$ cat config.mk
export PLATFORM = sky130hd
export DESIGN_NAME = ram_bus_arbiter
export DESIGN_NICKNAME = d
export VERILOG_FILES = /design/src/rtl/ram_bus_arbiter.sv
export SDC_FILE = /design/constraint.sdc
export NUM_CORES = 1
export LEC_CHECK = 0
export BUFFER_PORTS_ARGS = -buffer_cell sky130_fd_sc_hd__buf_2
export CAP_MARGIN = 20
export CORE_AREA = 2 2 233 235
export DETAILED_ROUTE_END_ITERATION = 16
export DIE_AREA = 0 0 235 237
export PLACE_DENSITY = 0.45
export SLEW_MARGIN = 20
export SYNTH_ARGS = -nofsm -noshare
export SYNTH_HDL_FRONTEND = slang
export SYNTH_SLANG_ARGS = --single-unit
export TNS_END_PERCENT = 10
$ cat constraint.sdc
create_clock -name clk -period 11 [get_ports clk]
set_clock_uncertainty 0.15 [all_clocks]
set_input_delay 0.55 -clock clk [delete_from_list [all_inputs] [get_ports clk]]
set_output_delay 0.55 -clock clk [all_outputs]
set_load 0.03 [all_outputs]
$ cat src/rtl/ram_bus_arbiter.sv
// Two-master single-beat arbiter in front of a fixed-latency RAM port.
// Build option: define RAM_ARB_FIXED_PRIO_EN to give m0 absolute priority.
//
// Ports:
//   clk, reset          clock (rising edge), async active-high reset
//   mN_req/we/addr/wdata  master N request bundle, held until mN_ack
//   mN_ack/rdata          one-cycle completion pulse, read data
//   gnt, busy             one-hot current owner, transaction in flight
//   ram_cs/we/oe/addr     RAM strobes and address
//   ram_wdata/wdata_oe    write data and bus drive enable
//   ram_rdata             RAM read data
module ram_bus_arbiter #(
  parameter int ADDR_W  = 64,
  parameter int DATA_W  = 64,
  parameter int RAM_LAT = 2
) (
  input  logic              clk,
  input  logic              reset,
  input  logic              m0_req,
  input  logic              m0_we,
  input  logic [ADDR_W-1:0] m0_addr,
  input  logic [DATA_W-1:0] m0_wdata,
  output logic              m0_ack,
  output logic [DATA_W-1:0] m0_rdata,
  input  logic              m1_req,
  input  logic              m1_we,
  input  logic [ADDR_W-1:0] m1_addr,
  input  logic [DATA_W-1:0] m1_wdata,
  output logic              m1_ack,
  output logic [DATA_W-1:0] m1_rdata,
  output logic [1:0]        gnt,
  output logic              busy,
  output logic              ram_cs,
  output logic              ram_we,
  output logic              ram_oe,
  output logic [ADDR_W-1:0] ram_addr,
  output logic [DATA_W-1:0] ram_wdata,
  output logic              ram_wdata_oe,
  input  logic [DATA_W-1:0] ram_rdata
);

  localparam logic [1:0] S_IDLE   = 2'd0;
  localparam logic [1:0] S_ACCESS = 2'd1;
  localparam logic [1:0] S_RESP   = 2'd2;

  localparam int CNT_W = (RAM_LAT > 1) ? $clog2(RAM_LAT) : 1;

  logic [1:0]       state;
  logic [CNT_W-1:0] cnt;
  logic             lat_we;
  logic             pick_valid;
  logic             pick;
  logic             sel_we;

`ifndef RAM_ARB_FIXED_PRIO_EN
  // Index of the master served last; the other one wins a tie.
  logic last_gnt;
`endif

  always_comb begin
    pick_valid = m0_req | m1_req;
    pick       = 1'b0;
    if (m0_req && m1_req) begin
`ifdef RAM_ARB_FIXED_PRIO_EN
      pick = 1'b0;
`else
      pick = ~last_gnt;
`endif
    end else begin
      pick = m1_req;
    end
    sel_we = pick ? m1_we : m0_we;
  end

  always_ff @(posedge clk or posedge reset) begin
    if (reset) begin
      state        <= S_IDLE;
      cnt          <= '0;
      lat_we       <= 1'b0;
      gnt          <= 2'b00;
      busy         <= 1'b0;
      m0_ack       <= 1'b0;
      m1_ack       <= 1'b0;
      m0_rdata     <= '0;
      m1_rdata     <= '0;
      ram_cs       <= 1'b0;
      ram_we       <= 1'b0;
      ram_oe       <= 1'b0;
      ram_wdata_oe <= 1'b0;
      ram_addr     <= '0;
      ram_wdata    <= '0;
`ifndef RAM_ARB_FIXED_PRIO_EN
      last_gnt     <= 1'b1;
`endif
    end else begin
      m0_ack <= 1'b0;
      m1_ack <= 1'b0;
      case (state)
        S_IDLE: begin
          if (pick_valid) begin
            state        <= S_ACCESS;
            gnt          <= pick ? 2'b10 : 2'b01;
            busy         <= 1'b1;
            lat_we       <= sel_we;
            cnt          <= CNT_W'(RAM_LAT - 1);
            ram_addr     <= pick ? m1_addr : m0_addr;
            ram_wdata    <= pick ? m1_wdata : m0_wdata;
            ram_cs       <= 1'b1;
            ram_we       <= sel_we;
            ram_oe       <= ~sel_we;
            ram_wdata_oe <= sel_we;
          end
        end
        S_ACCESS: begin
          if (cnt == '0) begin
            if (!lat_we) begin
              if (gnt[1]) m1_rdata <= ram_rdata;
              else        m0_rdata <= ram_rdata;
            end
            m0_ack       <= gnt[0];
            m1_ack       <= gnt[1];
            ram_cs       <= 1'b0;
            ram_we       <= 1'b0;
            ram_oe       <= 1'b0;
            ram_wdata_oe <= 1'b0;
            state        <= S_RESP;
          end else begin
            cnt <= cnt - 1'b1;
          end
        end
        S_RESP: begin
          state     <= S_IDLE;
          gnt       <= 2'b00;
          busy      <= 1'b0;
          ram_addr  <= '0;
          ram_wdata <= '0;
`ifndef RAM_ARB_FIXED_PRIO_EN
          last_gnt  <= gnt[1];
`endif
        end
        default: begin
          state        <= S_IDLE;
          gnt          <= 2'b00;
          busy         <= 1'b0;
          ram_cs       <= 1'b0;
          ram_we       <= 1'b0;
          ram_oe       <= 1'b0;
          ram_wdata_oe <= 1'b0;
          ram_addr     <= '0;
          ram_wdata    <= '0;
        end
      endcase
    end
  end

endmodule
* Yosys cells after proc, flatten, opt, wreduce, memory -nomap -nowiden
Index checks and enable logic that the tools add are counted.
** Operators by class
- Add/subtract/negate cells :: 1
- Eq/ne operators :: 4
- Mux-type cells :: 28
- Bitwise logic cells :: 8
- Reductions and logical operators :: 10
** Operator list (number)
- 2-to-1 mux 64 bit :: 4
- one-hot mux 64 bit (2 select lines) :: 2
- 2-to-1 mux 1 bit :: 11
- one-hot mux 1 bit (3 select lines) :: 3
- 2-to-1 mux 2 bit :: 4
- one-hot mux 2 bit (2 select lines) :: 2
- AND reduction 2 bit :: 4
- AND reduction 4 bit :: 2
- NOT 1 bit :: 7
- != test 2 bit (second input constant) :: 2
- one-hot mux 1 bit (2 select lines) :: 2
- AND reduction 3 bit :: 1
- == test 2 x 1 -> 1 bit (second input constant) :: 1
- == test 2 bit (second input constant) :: 1
- zero test 2 bit :: 1
- nonzero test 2 bit :: 1
- logical AND 1 bit :: 1
- OR 1 bit :: 1
- subtractor 1 bit (second input constant) :: 1
** Word-level totals
- Register bits after elaboration :: 269

* Depth between registers and ports, before layout
Gate-level depths: netlist of run 1.
- Word-level depth :: 6
- Depth in mapped cells :: 7
- Gate-level depth less buffers :: 3

* Least setup slack after synthesis of run 1
OpenSTA, ideal clock, no wires.
- Path kind :: reg-to-reg
- From :: reg state[1]
- To :: reg m0_rdata[44]
- Setup time :: 0.125 ns
- Data arrival time :: 1.699 ns
- Setup slack :: 9.027 ns
- Stages on the path, launching flop included :: 6
- Period minus slack after synthesis :: 1.973 ns
- Path through :: dfrtp_1 > buf_2 > nand2b_1 > nor4_4 > buf_6 > mux2_2
** On the way
- Word-level cells in the longest chain between the ends :: 2
** RTL lines
- start, declared :: RTL line 48 : logic [1:0] state;
- start signal, assigned :: RTL line 77 : state <= S_IDLE;
- start signal, assigned :: RTL line 101 : state <= S_ACCESS;
- start signal, assigned :: RTL line 126 : state <= S_RESP;
- == test 2 x 1 -> 1 bit :: RTL line 98 : case (state)
- AND reduction 4 bit (no line)
- end signal, assigned :: RTL line 118 : else m0_rdata <= ram_rdata;
- end, declared :: RTL line 24 : output logic [DATA_W-1:0] m0_rdata,
No other way between the ends.
A chain may end at the register's enable or synchronous reset.

* Worst setup path in the final report of run 1
- From :: reg state[0]
- To :: reg m1_rdata[26]
** On the way
- Word-level cells in the longest chain between the ends :: 2
** RTL lines
- == test 2 x 1 -> 1 bit :: RTL line 98
- AND reduction 4 bit (no line)
- end signal, assigned :: RTL line 117 : if (gnt[1]) m1_rdata <= ram_rdata;
- end, declared :: RTL line 30 : output logic [DATA_W-1:0] m1_rdata,
No other way between the ends.

==> summary.md, run 1 <==
| Metric | Value |
|---|---|
| CTS tree | `built` |
| Global-route usage over all layers | `13.43%` |
| Clk_lat worst skew | `530 ps` |
| Clk network pwr share | `21.8%` |
| P&R area growth vs syn | `43.80%` |
| Critical Path Source Type | `register` |
| Net Count, Synth | `1076` |
| R2R cell count | `4` |
| Via count | `8725` |
| Post-CTS setup buffers | `0` |
| R2R Setup Slk | `8180 ps` |
| Net Sw Frac | `43.87%` |
| Vias per cell | `4.260` |
| Starting Density | `20.62%` |
| H-tree depth | `2` |
| Peak supply drop | `144.5 uV` |
| Placed Instances | `1983` |
| Yosys reg bits | `269` |
| Most frequent cells in the layout | `buf_2 (590), dfrtp_1 (268), mux2_2 (124), mux2i_1 (72), o2bb2ai_1 (72)` |
| Max Clock Freq | `355.1 MHz` |
| RSZ-0062 raised after global routing | `false` |
| Max Slew Vio Count | `0` |
| Crit path max fanout | `51` |
| Die X | `235 um` |
| GP Congestion | `0.8038` |
| Combinational share of power | `45.9%` |
| Cells after synthesis | `750` |
| Most common cell after layout, fill and taps aside | `buf_2` |
| Total CTS buffers | `34` |
| Routed WL | `38.97 mm` |
| Share of post-route cells with drive strength above 1 | `58.87%` |
| Period utilisation layout | `25.60%` |
| Sw Pwr | `0.002306 W` |
| Clock Sink Count | `269` |
| Post-DP HPWL | `28.30 mm` |
| Drt pass-1 iters | `5` |
| PostCTS Resize Cnt | `0` |
| Cts hold-fix bufs | `0` |
| IO buf count | `590` |
| Critical Path RT | `11240 ps` |
| GRT overflow | `0` |
| Core Rows | `85` |
| I/O pins | `591` |
| Netlist Area Pre-Place | `10980 um2` |
| Setup-failing EPs final | `0` |
| Die Y | `237 um` |
| Initial antenna violation count | `11` |
| Worst-Margin Slew | `952.5 ps` |
| Status | `completed` |
| Fillers | `5542` |
| Final Hold Viols | `0` |
| Reg clk slew, reported paths | `60 ps` |
| Worst r2r dst | `m1_rdata[26]` |
| CORE AREA | `53280 um2` |
| Total negative slack | `0 ps` |
| Longest Clk Path Bufs | `3` |
| Minimum clock period after layout | `2816 ps` |
| Critical path arrival | `3060 ps` |
| Synth unique cells | `30` |
| Power Density | `332.7 nW/um2` |
| Slew headroom | `36.50%` |
| Number of global-route vias before repair | `9183` |
| CP endpoint kind | `register` |
| Seq pwr share | `32.4%` |
| Post-synthesis area per instance | `14.65 um2` |
| Seq/Total Area, Yosys | `61.29%` |
| Fin nets | `1650` |
| DRC | `0` |
| Int Power | `0.002950 W` |
| Final ANT Viol Nets | `0` |
| Ys Warns | `0` |
| Max-cap check violation count | `0` |
| RR Startpoint | `state[0]` |
| Crit Path Class | `reg -> reg` |
| Pin count of the biggest net entering global routing | `126` |
| Die footprint | `55700 um2` |
| Clk root buf | `clkbuf_16` |
| Hold WC Path Type | `in -> async` |
| First-pass GRT wire length | `57.82 mm` |
| Static leakage | `7.982 nW` |
| Finished Layout Cells | `2048` |
| Avg WL per Cell | `19.03 um` |
| DR iter-0 viols | `369` |
==> power by group through the flow <==
stage | Combinational (W) | Clock [W] | Sequential, W
after floorplan | 0.000747 | 0 | 0.00259
after global placement | 0.00243 | 0 | 0.00171
after detailed placement | 0.00245 | 0 | 0.00171
after CTS | 0.00244 | 0.00119 | 0.00171
after global routing | 0.00254 | 0.00123 | 0.00176
final | 0.00241 | 0.00114 | 0.00170
==> kinds of logic (layout without fill, tap and decap cells) <==
| kind of cell | count (synthesis) | after routing | share of synthesized area [%] |
|---|---|---|---|
| compound gates | 143 | 143 | 11.88 |
| mux | 200 | 200 | 19.68 |
| other cells | 0 | 5 | 0 |
| simple gates | 71 | 71 | 4.158 |
| buf+inv | 67 | 664 | 2.984 |
| flops | 269 | 269 | 61.29 |
==> metrics by stage <==
step | setup slack (ps) | util, % | total power, W | hold WS (ps) | area [um2]
floorplan | 2891 | - | 0.003333 | 384.4 | 10980
global placement | 8054 | 27.42 | 0.004140 | 311.3 | 14610
detailed placement | 8070 | 27.42 | 0.004158 | 318.7 | 14610
CTS | 8111 | 29.57 | 0.005338 | 55.77 | 15760
global route | 7982 | 29.64 | 0.005539 | 79.99 | 15800
finish | 8184 | 29.64 | 0.005255 | 97.92 | 15800
==> state kept, by name (all words and copies together), names as in the netlist <==
signal,count
busy,1
m0_rdata,64
m0_ack,1
state,2
ram_wdata,64
last_gnt,1
ram_wdata_oe,1
ram_oe,1
m1_ack,1
ram_cs,1
gnt,2
lat_we,1
ram_addr,64
cnt,1
m1_rdata,64
==> cell usage after synthesis, drive strengths merged <==
master	instances	share of area, %
a21boi	2	0.14
a21o	2	0.14
a21oi	2	0.091
a221o	57	5.2
a22o	2	0.16
a31o	1	0.080
and2	2	0.11
and3	58	3.3
buf	32	1.8
clkbuf	32	1.1
dfrtp	268	61
dfstp	1	0.24
inv	3	0.10
mux2	128	13
mux2i	72	6.6
nand2	2	0.068
nand2b	2	0.11
nand3b	2	0.14
nor2	2	0.068
nor3	1	0.046
nor3b	1	0.11
nor4	1	0.19
o21a	1	0.068
o21ai	2	0.091
o21ba	2	0.18
o2bb2ai	72	5.7
==> worst max path at each step <==
| stage | start | end | slack, ps |
|---|---|---|---|
| floorplan | reset | busy | 2890 |
| global placement | m1_req | ram_addr[50] | 8050 |
| detailed placement | m1_req | ram_wdata_oe | 8070 |
| CTS | state[0] | m1_rdata[16] | 8110 |
| global route | state[0] | m1_rdata[26] | 7980 |
| finish | state[0] | m1_rdata[26] | 8180 |
==> routing by layer <==
layer	share of wire (%)	up-vias	global-route usage, %
met3	8.1	64	4.885
met4	2.6	12	4.622
met2	50	349	22.81
li1	-	3997	-
met5	0.17	-	0
met1	39	4303	15.59
==> critical path, stage by stage, from the launching register on <==
cell	delay (ps)
dfrtp_1	480
nor3b_2	220
nand3b_1	620
buf_4	700
mux2_2	410
==> layout make-up <==
class	count	area, um2	share of cell area [%]
Timing Repair Buffer	602	3063	19.39
Tap cell	696	870.8	5.513
Multi-Input combinational cell	414	3953	25.02
Clock inverter	16	200.2	1.267
Sequential cell	269	6733	42.63
Antenna cell	5	12.51	0.07921
Inverter	3	18.77	0.1188
Clock buffer	43	944.7	5.981
(Power assumes the default switching activity.)
==> run 2: changes to the inputs <==
==> constraint.sdc (replaced) <==
create_clock -name clk -period 2.7 [get_ports clk]
set_clock_uncertainty 0.15 [all_clocks]
set_input_delay 0.135 -clock clk [delete_from_list [all_inputs] [get_ports clk]]
set_output_delay 0.135 -clock clk [all_outputs]
set_load 0.03 [all_outputs]
==> summary.md, run 2 (synthesis results as in run 1) <==
| Metric | Value |
|---|---|
| First-pass GRT wire length | `63.58 mm` |
| Peak supply drop | `584.0 uV` |
| Via count | `10270` |
| Pin count of the biggest net entering global routing | `80` |
| Core Rows | `85` |
| Die footprint | `55700 um2` |
| I/O pins | `591` |
| CTS tree | `built` |
| Avg WL per Cell | `17.49 um` |
| Critical Path Source Type | `register` |
| PostCTS Resize Cnt | `0` |
| Most common cell after layout, fill and taps aside | `buf_2` |
| Slew headroom | `62.70%` |
| Seq pwr share | `30.2%` |
| GRT overflow | `0` |
| Minimum clock period after layout | `2383 ps` |
| Clk network pwr share | `21.5%` |
| Critical path arrival | `2630 ps` |
| Max Clock Freq | `419.7 MHz` |
| Max-cap check violation count | `0` |
| Die Y | `237 um` |
| Vias per cell | `4.293` |
| P&R area growth vs syn | `76.60%` |
| DRC | `0` |
| RSZ-0062 raised after global routing | `false` |
| GP Congestion | `0.8057` |
| Int Power | `0.01333 W` |
| Finished Layout Cells | `2393` |
| Slowest stage delay, CP | `560 ps` |
| Worst-path cell chain | `a21boi_4 > buf_4 > buf_12 > and3_1 > a221o_1 > dlygate4sd3_1` |
| IO buf count | `590` |
| Power Density | `1188 nW/um2` |
| Worst path slowest cell | `dfstp_2` |
| Starting Density | `20.62%` |
| Final ANT Viol Nets | `0` |
| Longest Clk Path Bufs | `3` |
| Global-route usage over all layers | `14.51%` |
| Most frequent cells in the layout | `buf_2 (590), dlygate4sd3_1 (327), dfrtp_1 (268), mux2_2 (124)` |
| Share of post-route cells with drive strength above 1 | `47.46%` |
| Die X | `235 um` |
| Critical path buffers and inverters | `3` |
| Routed WL | `41.85 mm` |
| Clk root buf | `clkbuf_16` |
| Placed Instances | `1994` |
| Setup-failing EPs final | `0` |
| Clk_lat worst skew | `530 ps` |
| Fin nets | `1991` |
| Critical Path RT | `2950 ps` |
| H-tree depth | `2` |
| Worst-Margin Slew | `559.5 ps` |
| Sw Pwr | `0.009722 W` |
| Final Hold Viols | `0` |
| Reg clk slew, reported paths | `60 ps` |
| DR iter-0 viols | `386` |
| Initial antenna violation count | `6` |
| Total negative slack | `0 ps` |
| Status | `completed` |
| Clock Sink Count | `269` |
| Period utilisation layout | `88.25%` |
| Static leakage | `9.562 nW` |
| Net Sw Frac | `42.18%` |
| Hold WC Path Type | `in -> async` |
| CORE AREA | `53280 um2` |
| Crit Path Class | `reg -> reg` |
| Post-DP HPWL | `28.96 mm` |
| Drt pass-1 iters | `4` |
| Number of global-route vias before repair | `11090` |
| Crit path max fanout | `69` |
| Total CTS buffers | `35` |
| Max Slew Vio Count | `0` |
| CP delay by family, top | `buffers and inverters` |
| CP endpoint kind | `register` |
| Combinational share of power | `48.3%` |
==> run 2: cell types whose count changed in the layout (fill, tap and decap cells not counted), sizes merged <==
| cell | before | now |
|---|---|---|
| buf | 602 | 615 |
| dlygate4sd3 | 0 | 327 |
| bufinv | 4 | 5 |
| clkinv | 10 | 3 |
| inv | 3 | 4 |
| clkbuf | 43 | 53 |
==> run 2: worst min-delay path, stage by stage <==
cell and delay, ps:
dlygate4sd3_1 540, buf_2 140, clkinvlp_4 380
==> run 2: final timing paths <==
check	slack, ps	cells after the start	startpoint	endpoint
worst max-delay path	320	6	last_gnt	ram_addr[51]
worst min-delay path	70	3	reset	ram_wdata[15]
worst max register to register	320	6	last_gnt	ram_addr[51]
worst min register to register	330	1	m0_rdata[43]	m0_rdata[43]
max in group asynchronous	1480	5	reset	ram_addr[57]
min in group clk	220	3	ram_rdata[14]	m0_rdata[14]
==> run 2: cell type report <==
class | instances | area, um2
Fill cell | 5227 | 33880
Sequential cell | 269 | 6733
Timing Repair Buffer | 942 | 6589
Multi-Input combinational cell | 414 | 3953
Clock buffer | 53 | 1025
Tap cell | 696 | 870.8
Clock inverter | 11 | 201.4
Inverter | 3 | 15.01
Antenna cell | 5 | 12.51
==> run 2: metrics by stage <==
stage	cell area (um2)	total power, W	setup slack, ps	util [%]	hold WS [ps]
floorplan	10990	0.01358	-1138	-	119.7
detailed placement	14860	0.01714	601.7	27.90	82.43
CTS	19360	0.02330	113.0	36.34	34.81
global route	19400	0.02426	197.6	36.40	85.95
finish	19400	0.02305	317.2	36.41	69.81
global placement	14860	0.01710	661.1	27.90	68.43
==> run 2: layer usage <==
metal | track usage (%) | wire (um) | up-vias
li1 | - | - | 4684
met1 | 16.42 | 16170 | 5092
met2 | 25.37 | 21220 | 399
met3 | 4.069 | 2800 | 93
met4 | 6.559 | 1640 | 4
met5 | 0 | 24 | -
==> run 2: power groups by stage <==
stage	clock (W)	combinational, W	sequential, W
global placement	0	0.0101	0.00699
global route	0.00532	0.0117	0.00720
CTS	0.00515	0.0112	0.00697
detailed placement	0	0.0102	0.00698
finish	0.00495	0.0111	0.00696
floorplan	0	0.00304	0.0105
==> run 2: timing repair <==
| item | CTS | global route |
|---|---|---|
| setup buffers | 0 | 3 |
| endpoints found under the hold margin | 371 | 0 |
| setup endpoints to repair | 0 | 1 |
| hold buffers | 327 | 0 |
==> run 3: changes to the inputs <==
==> config.mk (replaced) <==
export PLATFORM = sky130hd
export DESIGN_NAME = ram_bus_arbiter
export DESIGN_NICKNAME = d
export VERILOG_FILES = /design/src/rtl/ram_bus_arbiter.sv
export SDC_FILE = /design/constraint.sdc
export NUM_CORES = 1
export LEC_CHECK = 0
export CAP_MARGIN = 20
export CORE_AREA = 2 2 230 232
export DETAILED_ROUTE_END_ITERATION = 16
export DIE_AREA = 0 0 232 234
export DONT_BUFFER_PORTS = 1
export PLACE_DENSITY = 0.36
export SLEW_MARGIN = 20
export SYNTH_ARGS = -nofsm -noshare
export SYNTH_HDL_FRONTEND = slang
export SYNTH_SLANG_ARGS = --single-unit
export TNS_END_PERCENT = 10
==> summary.md, run 3 <==
| Metric | Value |
|---|---|
| Status | `did not finish` |
| Exit stage | `clock tree synthesis (4_1_cts)` |
| Err | `[ERROR RSZ-0060] Max buffer count reached.` |
| Async SR Flop Fraction | `100.0%` |
| Total CTS buffers | `34` |
| Ys Warns | `0` |
| Die X | `232 um` |
| Post-synth top cells | `dfrtp_1 (268), mux2_2 (124), mux2i_1 (72), o2bb2ai_1 (72), and3_1 (58)` |
| Cells after synthesis | `750` |
| Longest Clk Path Bufs | `3` |
| Clock Sink Count | `269` |
| PostCTS Resize Cnt | `0` |
| EDFF count, synth | `0` |
| Placed Area | `11850 um2` |
| Largest cells by area after synthesis | `dfrtp_1 (61%), mux2_2 (13%), mux2i_1 (6.6%)` |
| Net Count, Synth | `1076` |
| Starting Density | `21.11%` |
| Post-synth top flop | `dfrtp_1` |
| Share of the synthesized area in the top cell type | `61.05%` |
| Post-DP HPWL | `25.35 mm` |
| Post-synthesis area per instance | `14.65 um2` |
| Count leader, synth | `dfrtp_1` |
| Seq/Total Area, Yosys | `61.29%` |
| Post-CTS setup buffers | `0` |
| Core Rows | `84` |
| IO buf count | `0` |
| Die Y | `234 um` |
| H-tree depth | `2` |
| I/O pins | `591` |
| Synth area leader | `dfrtp_1` |
| Yosys reg bits | `269` |
| GP Congestion | `0.7751` |
| Pre-CTS WS | `639.8 ps` |
| Netlist Area Pre-Place | `10980 um2` |
| Synth unique cells | `30` |
| Clk root buf | `clkbuf_16` |
| Cts hold-fix bufs | `293` |
[run 3: cell counts after synthesis]
No cell type changed its count.
[run 3: through the flow]
step / instances / hold WS [ps]
after detailed placement: 1397 / 18.71
after global placement: 1397 / 15.64
after floorplan: 750 / 119.7
[run 3: logic make-up after synthesis]
group	share of synthesized area, %
buffers and inverters	2.984
multiplexers	19.68
flip-flops	61.29
AO/OA/AOI/OAI	11.88
AND/OR/NAND/NOR	4.158
==> run 4: changes to the inputs <==
--- a/config.mk
+++ b/config.mk
@@ -6,11 +6,11 @@
 export NUM_CORES = 1
 export LEC_CHECK = 0
 export CAP_MARGIN = 20
-export CORE_AREA = 2 2 230 232
+export CORE_AREA = 2 2 233 235
 export DETAILED_ROUTE_END_ITERATION = 16
-export DIE_AREA = 0 0 232 234
+export DIE_AREA = 0 0 235 237
 export DONT_BUFFER_PORTS = 1
-export PLACE_DENSITY = 0.36
+export PLACE_DENSITY_LB_ADDON = 0.15
 export SLEW_MARGIN = 20
 export SYNTH_ARGS = -nofsm -noshare
 export SYNTH_HDL_FRONTEND = slang
==> summary.md, run 4 <==
| Metric | Value |
|---|---|
| Die Y | `237 um` |
| PostCTS Resize Cnt | `0` |
| Clk root buf | `clkbuf_16` |
| GP Congestion | `0.7687` |
| Clock Sink Count | `269` |
| IO buf count | `0` |
| Post-DP HPWL | `26.71 mm` |
| H-tree depth | `2` |
| Post-synth top flop | `dfrtp_1` |
| Post-synthesis area per instance | `14.65 um2` |
| Count leader, synth | `dfrtp_1` |
| Net Count, Synth | `1076` |
| EDFF count, synth | `0` |
| I/O pins | `591` |
| Ys Warns | `0` |
| Die X | `235 um` |
| Status | `did not finish` |
| Async SR Flop Fraction | `100.0%` |
| Pre-CTS WS | `654.4 ps` |
| Exit stage | `clock tree synthesis (4_1_cts)` |
| Err | `[ERROR RSZ-0060] Max buffer count reached.` |
| Netlist Area Pre-Place | `10980 um2` |
| Seq/Total Area, Yosys | `61.29%` |
| Core Rows | `85` |
| Share of the synthesized area in the top cell type | `61.05%` |
| Yosys reg bits | `269` |
| Starting Density | `20.62%` |
| Synth unique cells | `30` |
| Cts hold-fix bufs | `294` |
| Synth area leader | `dfrtp_1` |
| Largest cells by area after synthesis | `dfrtp_1 (61%), mux2_2 (13%), mux2i_1 (6.6%)` |
| Post-synth top cells | `dfrtp_1 (268), mux2_2 (124), mux2i_1 (72), o2bb2ai_1 (72), and3_1 (58)` |
| Longest Clk Path Bufs | `3` |
| Post-CTS setup buffers | `0` |
| Cells after synthesis | `750` |
| Total CTS buffers | `34` |
## run 4: cell counts after synthesis
No cell type changed its count.
## run 4: per-stage QoR
stage | instance area, um2 | std cells
floorplan | 10990 | 750
global placement | 11870 | 1403
detailed placement | 11870 | 1403
## run 4: kinds of logic after synthesis
group,share of synthesized area [%]
buffers and inverters,2.984
multiplexers,19.68
AO/OA/AOI/OAI,11.88
AND/OR/NAND/NOR,4.158
flip-flops,61.29
